<file path="config.mk">
export PLATFORM = sky130hd
export DESIGN_NAME = match_clock_scoreboard
export DESIGN_NICKNAME = d
export VERILOG_FILES = /design/src/rtl/match_clock_scoreboard.sv
export SDC_FILE = /design/constraint.sdc
export NUM_CORES = 1
export LEC_CHECK = 0
export CORE_MARGIN = 5
export CORE_UTILIZATION = 50
export DETAILED_ROUTE_END_ITERATION = 6
export HOLD_SLACK_MARGIN = 0.02
export PLACE_DENSITY = 0.78
export SETUP_SLACK_MARGIN = 0.02
export SYNTH_ARGS = -nofsm -noshare
export SYNTH_HDL_FRONTEND = slang
export SYNTH_SLANG_ARGS = --single-unit
</file>
<file path="constraint.sdc">
create_clock -name Clk -period 4.1 [get_ports Clk]
set_clock_uncertainty 0.15 [all_clocks]
set_input_delay 0.82 -clock Clk [delete_from_list [all_inputs] [get_ports Clk]]
set_output_delay 0.82 -clock Clk [all_outputs]
set_load 0.01 [all_outputs]
</file>
<file path="src/rtl/match_clock_scoreboard.sv">
// match_clock_scoreboard: match timer and score keeper; SCOREBOARD_GOLDEN_GOAL_EN adds golden-goal overtime
module match_clock_scoreboard #(
  parameter int CLK_HZ        = 50_000_000,
  parameter int MATCH_SECONDS = 90,
  parameter int SCORE_MAX     = 9
) (
  input  logic       Clk,
  input  logic       Reset,
  input  logic       GameStart,
  input  logic       WipeScore,
  input  logic       GoalLeft,
  input  logic       GoalRight,
  output logic       TimeOver,
  output logic [6:0] SecondsLeft,
  output logic [3:0] ScoreLeft,
  output logic [3:0] ScoreRight,
  output logic       TickSecond,
  output logic       Overtime
);
  localparam int PW = $clog2(CLK_HZ);
`ifdef SCOREBOARD_GOLDEN_GOAL_EN
  localparam bit GG = 1'b1;
`else
  localparam bit GG = 1'b0;
`endif
  typedef enum logic [1:0] {IDLE, RUNNING, EXPIRED, OVERTIME} state_t;
  state_t state;
  logic [PW-1:0] presc;
  logic counting;
  logic [3:0] nl, nr;
  assign TickSecond = state == RUNNING && GameStart && !WipeScore && !Reset && presc == PW'(CLK_HZ - 1);
  assign counting = state == RUNNING || (state == OVERTIME && GameStart);
  assign nl = counting && GoalLeft && ScoreLeft != 4'(SCORE_MAX) ? ScoreLeft + 4'd1 : ScoreLeft;
  assign nr = counting && GoalRight && ScoreRight != 4'(SCORE_MAX) ? ScoreRight + 4'd1 : ScoreRight;
  assign TimeOver = state == EXPIRED;
`ifdef SCOREBOARD_GOLDEN_GOAL_EN
  assign Overtime = state == OVERTIME;
`else
  assign Overtime = 1'b0;
`endif
  always_ff @(posedge Clk) begin
    if (Reset || WipeScore) begin
      state       <= IDLE;
      presc       <= '0;
      SecondsLeft <= 7'(MATCH_SECONDS);
      ScoreLeft   <= '0;
      ScoreRight  <= '0;
    end else begin
      ScoreLeft  <= nl;
      ScoreRight <= nr;
      if (state == IDLE && GameStart) state <= RUNNING;
      if (state == RUNNING) begin
        if (!GameStart) state <= IDLE;
        else begin
          presc <= TickSecond ? '0 : presc + PW'(1);
          if (TickSecond && SecondsLeft != 7'd0) SecondsLeft <= SecondsLeft - 7'd1;
          // post-increment scores decide between overtime and a finished match
          if (TickSecond && SecondsLeft == 7'd1) state <= GG && nl == nr ? OVERTIME : EXPIRED;
        end
      end
      if (state == OVERTIME && nl != nr) state <= EXPIRED;
    end
  end
endmodule
</file>
# [Word-level counts from Yosys, hierarchy flattened]
# Index checks and enable logic that the tools add are counted.
[totals] ff_bits=43 in_bits=6 output_inout_bits=18 elab_cells=48
[classes] addsub=4 n_eq_ne=8 mux=8 reduce_logical=22
[op_table] operator="adder 26 x 1 -> 26 bit (second input constant)" n=1
[op_table] operator="equality test 26 bit (second input constant)" n=1
[op_table] operator="two-way mux 26 bit" n=1
[op_table] operator="logical AND 1 bit" n=13
[op_table] operator="two-way mux 2 bit" n=5
[op_table] operator="adder 4 x 1 -> 4 bit (second input constant)" n=2
[op_table] operator="two-way mux 4 bit" n=2
[op_table] operator="!= test 4 bit (second input constant)" n=2
[op_table] operator="equality test 7 x 1 -> 1 bit (second input constant)" n=1
[op_table] operator="nonzero test 7 bit" n=1
[op_table] operator="subtractor 7 x 1 -> 7 bit (second input constant)" n=1
[op_table] operator="equality test 2 bit (second input constant)" n=2
[op_table] operator="!= test 4 bit" n=1
[op_table] operator="AND reduction 3 bit" n=1
[op_table] operator="equality test 2 x 1 -> 1 bit (second input constant)" n=1
[op_table] operator="logical NOT 1 bit" n=2
[op_table] operator="logical NOT 2 bit" n=1
[op_table] operator="logical OR 1 bit" n=2
[op_table] operator="AND reduction 2 bit" n=1
[op_table] operator="OR reduction 2 bit" n=1

# [Depth between registers and ports, before layout]
# Gate-level depths: netlist (run 1).
[depth] word_depth=10 ltp_mapped=8 depth_no_buf=7

# [Worst setup path after synthesis (run 1)]
# OpenSTA, ideal clock, no wires.
[synth_path] path_type="input port to output port" startpoint="input GameStart" endpoint="output TickSecond" arrival_ps=1563 t_required_ps=3130 slack_ps=1567 stages=4 path_buffers=1 cell_sequence="and3b_1 clkbuf_8 nand4_2 nor3_1"
[synth_between] elab_chain_len=4
[synth_lines] item="start, declared" line_no="9" text="input logic GameStart,"
[synth_lines] item="logical AND 1 bit (4 in series)" line_no="31" text="assign TickSecond = state == RUNNING && GameStart && !WipeScore && !Reset && presc == PW'(CLK_HZ - 1);"
[synth_lines] item="end, declared" line_no="17" text="output logic TickSecond,"
# No other way between the ends.

# [Worst setup path in the final report (run 1)]
# Same ends and word-level chain as after synthesis.

==> results.md, run 1 <==
* Finished Layout Cells at approximately 320
* Die footprint at approximately 5900 um^2
* Initial DRC Count at 70
* Post-Synth XOR/XNOR Area at between 10% and 20%
* Post-CTS resize count at 0
* Synth Instances at roughly 250
* Post-synth ARST share at 0%
* Layout cells sized above 1 at 8.824%
* Fmax at 0.2779 GHz
* Vias per Instance at 5.290
* Most frequent cells in the layout: dfxtp_1, nor2_1, nand2_1
* RSZ-0062 raised after global routing: no
* Starting density of the core at between 50 and 60%
* # rows at 24
* Setup CP Type: in -> out
* Grt ovf at 0
* Total track usage at 15.67%
* Top_reg_cell synth: dfxtp_1
* Num ports at 24
* DRC at 0
* First-pass GRT wire length at a little under 8 mm
* # diodes at 0
* Required time of the critical path at between 3 and 4 ns
* Post-synth EDFFs at 0
* CTS root buffer: clkbuf_8
* Power Density at 294.1 nW/um^2
* CORE AREA at around 4400 um^2
* Worst skew pair latency at 0.30 ns
* Pwr Total at 0.7613 mW
* Final hold vios at 0
* Vias in the first global route at about 1700
* P_int at about 0.6 mW
* Die X at around 77 um
* CP max FO at 3
* Simple-gate portion of the synthesized area at a little under 30%
* Post-synthesis sequential area ratio at between 30% and 40%
* Headroom to the max-slew limit at 60.89%
* Initial antenna violation count at 0
* Worst EP arrival at 2.63 ns
* CTS sink cnt at 43
* Setup Buffers After CTS at 0
* Period minus WS final at ~3.6 ns
* Area grow syn2layout at 15.20%
* Finish-stage setup viols at 0
* Adder-cell share of the synthesized area at approximately 4.5%
* Sequential power share at between 50% and 60%
* Gate power share at under 10%
* Final ANT Viol Nets at 0
* Clock power share at 41.6%
* Unique masters post-synth at between 40 and 50
* Cts-stage hold buffer count at 0
* Pre-CTS WS at around 0.53 ns
* Post-synthesis instance area at between 2000 and 2500 um^2
* Worst setup margin at 0.5022 ns
* PortBufs at 22
* DRT Wirelength at 4.227 mm
* Syn Area/Cell at ~9 um^2
* LEAKAGE at about 0.90 nW
* Synth Area in Compound Gates at 7.906%
* Max-Cap Viols at 0
* Routed len/inst at roughly 13 um
* Layout Nets at approximately 290
* Switching share of power at just over 20%
* Status: finished clean
* Worst setup EP type: output pin
* Measured slew at the worst slew-check pin at 0.5804 ns
* Mux cell area share after synthesis at 1.559%
* CTS buffer count at 5
* Clock slew at reported path FFs at 0.08 ns
* Peak supply drop at approximately 150 uV
* CTS tree: done
* Fillers at about 400
* Psw at 0.1537 mW
* Slew Viols, Final at 0
* Main combinational cell family by area after synthesis: simple AND/OR/NAND/NOR gates
* Commonest non-fill, non-tap cell in the layout: dfxtp_1
* Clock buffer depth at 2
* Hold Crit Class: reg -> reg
* Largest net degree at the start of global routing at 25
* Via count at 1714
* Worst setup SP type: primary input
* Final Core Density at between 50% and 60%
* Post-synthesis register bit count at between 40 and 50
* TritonRoute pass-1 iters at 4
* Syn Nets at between 200 and 300
* GP Congestion at 0.7568
* Vert. Die Dim at a little under 80 um
* Fin crit share at between 80 and 90%
* YS warnings at 0
* Dpl cells at about 320
* CTS H-tree lvls at 2
* HPWL after DPL at 3.105 mm
* Setup TNS Final at 0 ns
[cell usage after synthesis (5+ instances only)]
cell	instances	share of area (%)
dfxtp_1	43	38
nor2_1	39	6.5
nand2_1	24	4.0
xnor2_1	17	6.6
xor2_1	16	6.2
nand3_1	11	2.4
a21oi_1	10	2.2
nor3_1	9	2.0
ha_1	8	4.5
inv_1	8	1.3
o21ai_0	8	1.8
and3_1	6	1.7
or3_1	6	1.7
nand4_1	5	1.4
[path summary, 6_finish.rpt]
kind / start / end / slack (ns) / cells past startpoint
setup / recovery: GameStart / TickSecond / 0.50 / 5
hold / removal: presc[1] / presc[1] / 0.34 / 2
setup reg to reg: ScoreRight[1] / state[0] / 1.83 / 7
hold reg to reg: presc[1] / presc[1] / 0.34 / 2
[cell families (layout without fill, tap and decap cells)]
kind of cell	count (synthesis)	after routing
buffers and inverters	16	39
DFF	43	43
muxes	3	3
xor gates and xnor gates	34	34
and+or+nand+nor	121	121
adders and majority gates	8	8
other	1	1
AOI/OAI and AO/OA	23	23
[sequential cells by signal, summed over array words and instances, names as in the netlist]
signal and flops:
ScoreRight 4, ScoreLeft 4, state 2, presc 26
SecondsLeft 7
[worst max-delay path, stage by stage]
cell	delay (ns)
clkdlybuf4s50_1	0.54
and3b_1	0.22
nand4_2	0.14
nor3_1	0.29
clkdlybuf4s50_1	0.60
[power groups by stage]
stage | clock (mW) | sequential (mW) | combinational (mW)
after floorplan | 0 | 0.429 | 0.0174
after global placement | 0 | 0.429 | 0.0252
after detailed placement | 0 | 0.429 | 0.0256
after CTS | 0.327 | 0.419 | 0.0256
after global routing | 0.349 | 0.420 | 0.0279
final | 0.317 | 0.419 | 0.0252
[per-layer routing]
layer	wire length [um]	global-route usage [%]	vias to the layer above
met5	0	0	-
met4	60	4.811	0
met3	149	4.567	6
met2	1913	24.79	22
met1	2104	20.58	804
li1	-	-	882
[area by class of cell]
cell class              instances  area, um^2  area share, %
clock inverters                 1       30.03          1.160
repair buffers                 24       235.2          9.087
clock buffers                   6       72.57          2.803
well taps                      52       65.06          2.513
flip-flops and latches         43       860.8          33.25
multi-input cells             190        1295          50.02
inverters                       8       30.03          1.160
[metrics by stage]
stage / area [um^2] / hold slack, ns
after detailed placement: 2486 / 0.3306
after floorplan: 2247 / 0.3058
after CTS: 2589 / 0.3409
final: 2589 / 0.3417
after global placement: 2486 / 0.3222
after global routing: 2589 / 0.3799
No activity file was read; power rests on OpenSTA's default activity.
==> inputs of run 2 (changes only) <==
--- a/config.mk
+++ b/config.mk
@@ -14,3 +14,4 @@
 export SYNTH_ARGS = -nofsm -noshare
 export SYNTH_HDL_FRONTEND = slang
 export SYNTH_SLANG_ARGS = --single-unit
+export TNS_END_PERCENT = 50
==> results of run 2 <==
The final DEF is identical to that of run 1; final timing and power are the same.
==> inputs of run 3 (changes only) <==
--- a/config.mk
+++ b/config.mk
@@ -5,10 +5,12 @@
 export SDC_FILE = /design/constraint.sdc
 export NUM_CORES = 1
 export LEC_CHECK = 0
+export CAP_MARGIN = 10
 export CORE_MARGIN = 5
 export CORE_UTILIZATION = 50
 export DETAILED_ROUTE_END_ITERATION = 6
 export HOLD_SLACK_MARGIN = 0.02
+export MAX_ROUTING_LAYER = met4
 export PLACE_DENSITY = 0.78
 export SETUP_SLACK_MARGIN = 0.02
 export SYNTH_ARGS = -nofsm -noshare
==> results.md, run 3 (same netlist as run 1, synthesis figures left out) <==
* Status: finished clean
* Commonest non-fill, non-tap cell in the layout: dfxtp_1
* RR Startpoint: ScoreRight[1]
* R2r setup slk at 1.82 ns (about the same)
* Vert. Die Dim at 77.04 um (unchanged)
* Crit path buf inv count at 2 (unchanged)
* Worst skew pair latency at 0.30 ns (about the same)
* Most frequent cells in the layout: dfxtp_1, nor2_1, nand2_1
* Routed len/inst at 13.03 um (-0.12%)
* Via count at 1717 (+0.18%)
* Reg-to-reg endpoint: state[0]
* Largest registers: presc (26), SecondsLeft (7)
* Critical Path Most Common Cell: clkdlybuf4s50_1
* Period minus WS final at 3.597 ns (-0.0004300 ns)
* Setup CP Type: in -> out
* Power Density at 294.0 nW/um^2 (about the same)
* HPWL after DPL at 3.105 mm (unchanged)
* Hold Crit Class: reg -> reg
* Slowest cell delay on critical path at 0.60 ns (about the same)
* Headroom to the max-slew limit at 60.83% (-0.061 points)
* CTS buffer count at 5 (unchanged)
* Setup Buffers After CTS at 0 (unchanged)
* # rows at 24 (unchanged)
* Layout Nets at 286 (unchanged)
* Worst setup EP type: output pin
* Total track usage at 16.13% (+0.46 points)
* RSZ-0062 raised after global routing: no
* TritonRoute pass-1 iters at 4 (unchanged)
* Peak supply drop at 146.7 uV (about the same)
* Hold Path End: presc[1]
* Fmax at 0.2780 GHz (about the same)
* CTS root buffer: clkbuf_8
* # diodes at 0 (unchanged)
* Setup TNS Final at 0 ns (unchanged)
* Cts-stage hold buffer count at 0 (unchanged)
* Fin crit share at 87.74% (about the same)
* Final hold vios at 0 (unchanged)
* Hold_sp: presc[1]
* First-pass GRT wire length at 7.700 mm (+0.18%)
* Crit-path cells: clkdlybuf4s50_1 -> and3b_1 -> nand4_2 -> nor3_1 -> clkdlybuf4s50_1
* Starting density of the core at 51.61% (unchanged)
* Measured slew at the worst slew-check pin at 0.5814 ns (+0.0009086 ns)
* Hold Crit Depth at 2 (unchanged)
* GP Congestion at 0.7666 (+1.3%)
* CTS H-tree lvls at 2 (unchanged)
* LEAKAGE at 0.9006 nW (unchanged)
* Num ports at 24 (unchanged)
* CTS sink cnt at 43 (unchanged)
* Worst setup SP type: primary input
* Slew Viols, Final at 0 (unchanged)
* Top delay family on crit path: buffers and inverters
* Required time of the critical path at 3.13 ns (about the same)
* Pwr Total at 0.7611 mW (about the same)
* CP max FO at 3 (unchanged)
* DRT Wirelength at 4.222 mm (-0.12%)
* PortBufs at 22 (unchanged)
* Worst EP arrival at 2.63 ns (about the same)
* Most flops, register: presc
* Initial antenna violation count at 0 (unchanged)
* Post-CTS resize count at 0 (unchanged)
* CTS tree: done
* Clock buffer depth at 2 (unchanged)
* Final ANT Viol Nets at 0 (unchanged)
* Max reg flops at 26 (unchanged)
* Max-Cap Viols at 0 (unchanged)
* Crit-path slowest cell: clkdlybuf4s50_1
* Layout cells sized above 1 at 8.824% (unchanged)
* Area grow syn2layout at 15.20% (unchanged)
* Vias per Instance at 5.299 (+0.18%)
* Reg2Reg Depth at 7 (unchanged)
* Largest net degree at the start of global routing at 25 (unchanged)
* Finish-stage setup viols at 0 (unchanged)
* Die footprint at 5935 um^2 (unchanged)
* CORE AREA at 4354 um^2 (unchanged)
* Grt ovf at 0 (unchanged)
* Initial DRC Count at 67 (-4.3%)
* DRC at 0 (unchanged)
* Die X at 77.04 um (unchanged)
* Clock slew at reported path FFs at 0.08 ns (about the same)
* Vias in the first global route at 1700 (-0.35%)
## run 3: layer usage
metal / track usage [%] / wire length (um)
met1: 20.72 / 2120
met2: 24.70 / 1910
met3: 4.567 / 130
met4: 4.811 / 60
met5: - / 0
## run 3: power breakdown
| part | switching (mW) | internal, mW |
|---|---|---|
| sequential | 0.00129 | 0.418 |
| combinational | 0.0141 | 0.0111 |
| clock | 0.138 | 0.179 |
## run 3: per-stage QoR
stage          worst slack, ns  instance area [um^2]  cells  hold WS [ns]  utilization [%]
3_5_place_dp            0.5269                  2486    317        0.3306            57.10
5_1_grt                 0.4610                  2589    324        0.3799            59.45
3_3_place_gp            0.5653                  2486    317        0.3222            57.10
4_1_cts                 0.5190                  2589    324        0.3409            59.45
2_1_floorplan            1.567                  2247    249        0.3058                -
6_report                0.5026                  2589    324        0.3417            59.45
## run 3: how the worst max path moves through the flow
stage / to / cells after the start / startpoint / slack (ns)
3_3_place_gp: TickSecond / 5 / GameStart / 0.57
3_5_place_dp: TickSecond / 5 / GameStart / 0.53
6_report: TickSecond / 5 / GameStart / 0.50
4_1_cts: TickSecond / 5 / GameStart / 0.52
5_1_grt: TickSecond / 5 / GameStart / 0.46
2_1_floorplan: TickSecond / 4 / GameStart / 1.57
## run 3: area by class of cell
cell class              instances  area [um^2]
clock inverters                 1        30.03
multi-input cells             190         1295
fillers                       401         1765
clock buffers                   6        72.57
flip-flops and latches         43        860.8
well taps                      52        65.06
repair buffers                 24        235.2
inverters                       8        30.03
## run 3: worst reg2reg max path, delay by kind of cell, from the launching register on
kind / cells / cell delay, ns
multiplexers: 1 / 0.37
XOR/XNOR: 1 / 0.15
buffers and inverters: 1 / 0.08
adder cells (fa/ha/maj): 1 / 0.22
flip-flops: 1 / 0.39
AO/OA/AOI/OAI: 3 / 0.84
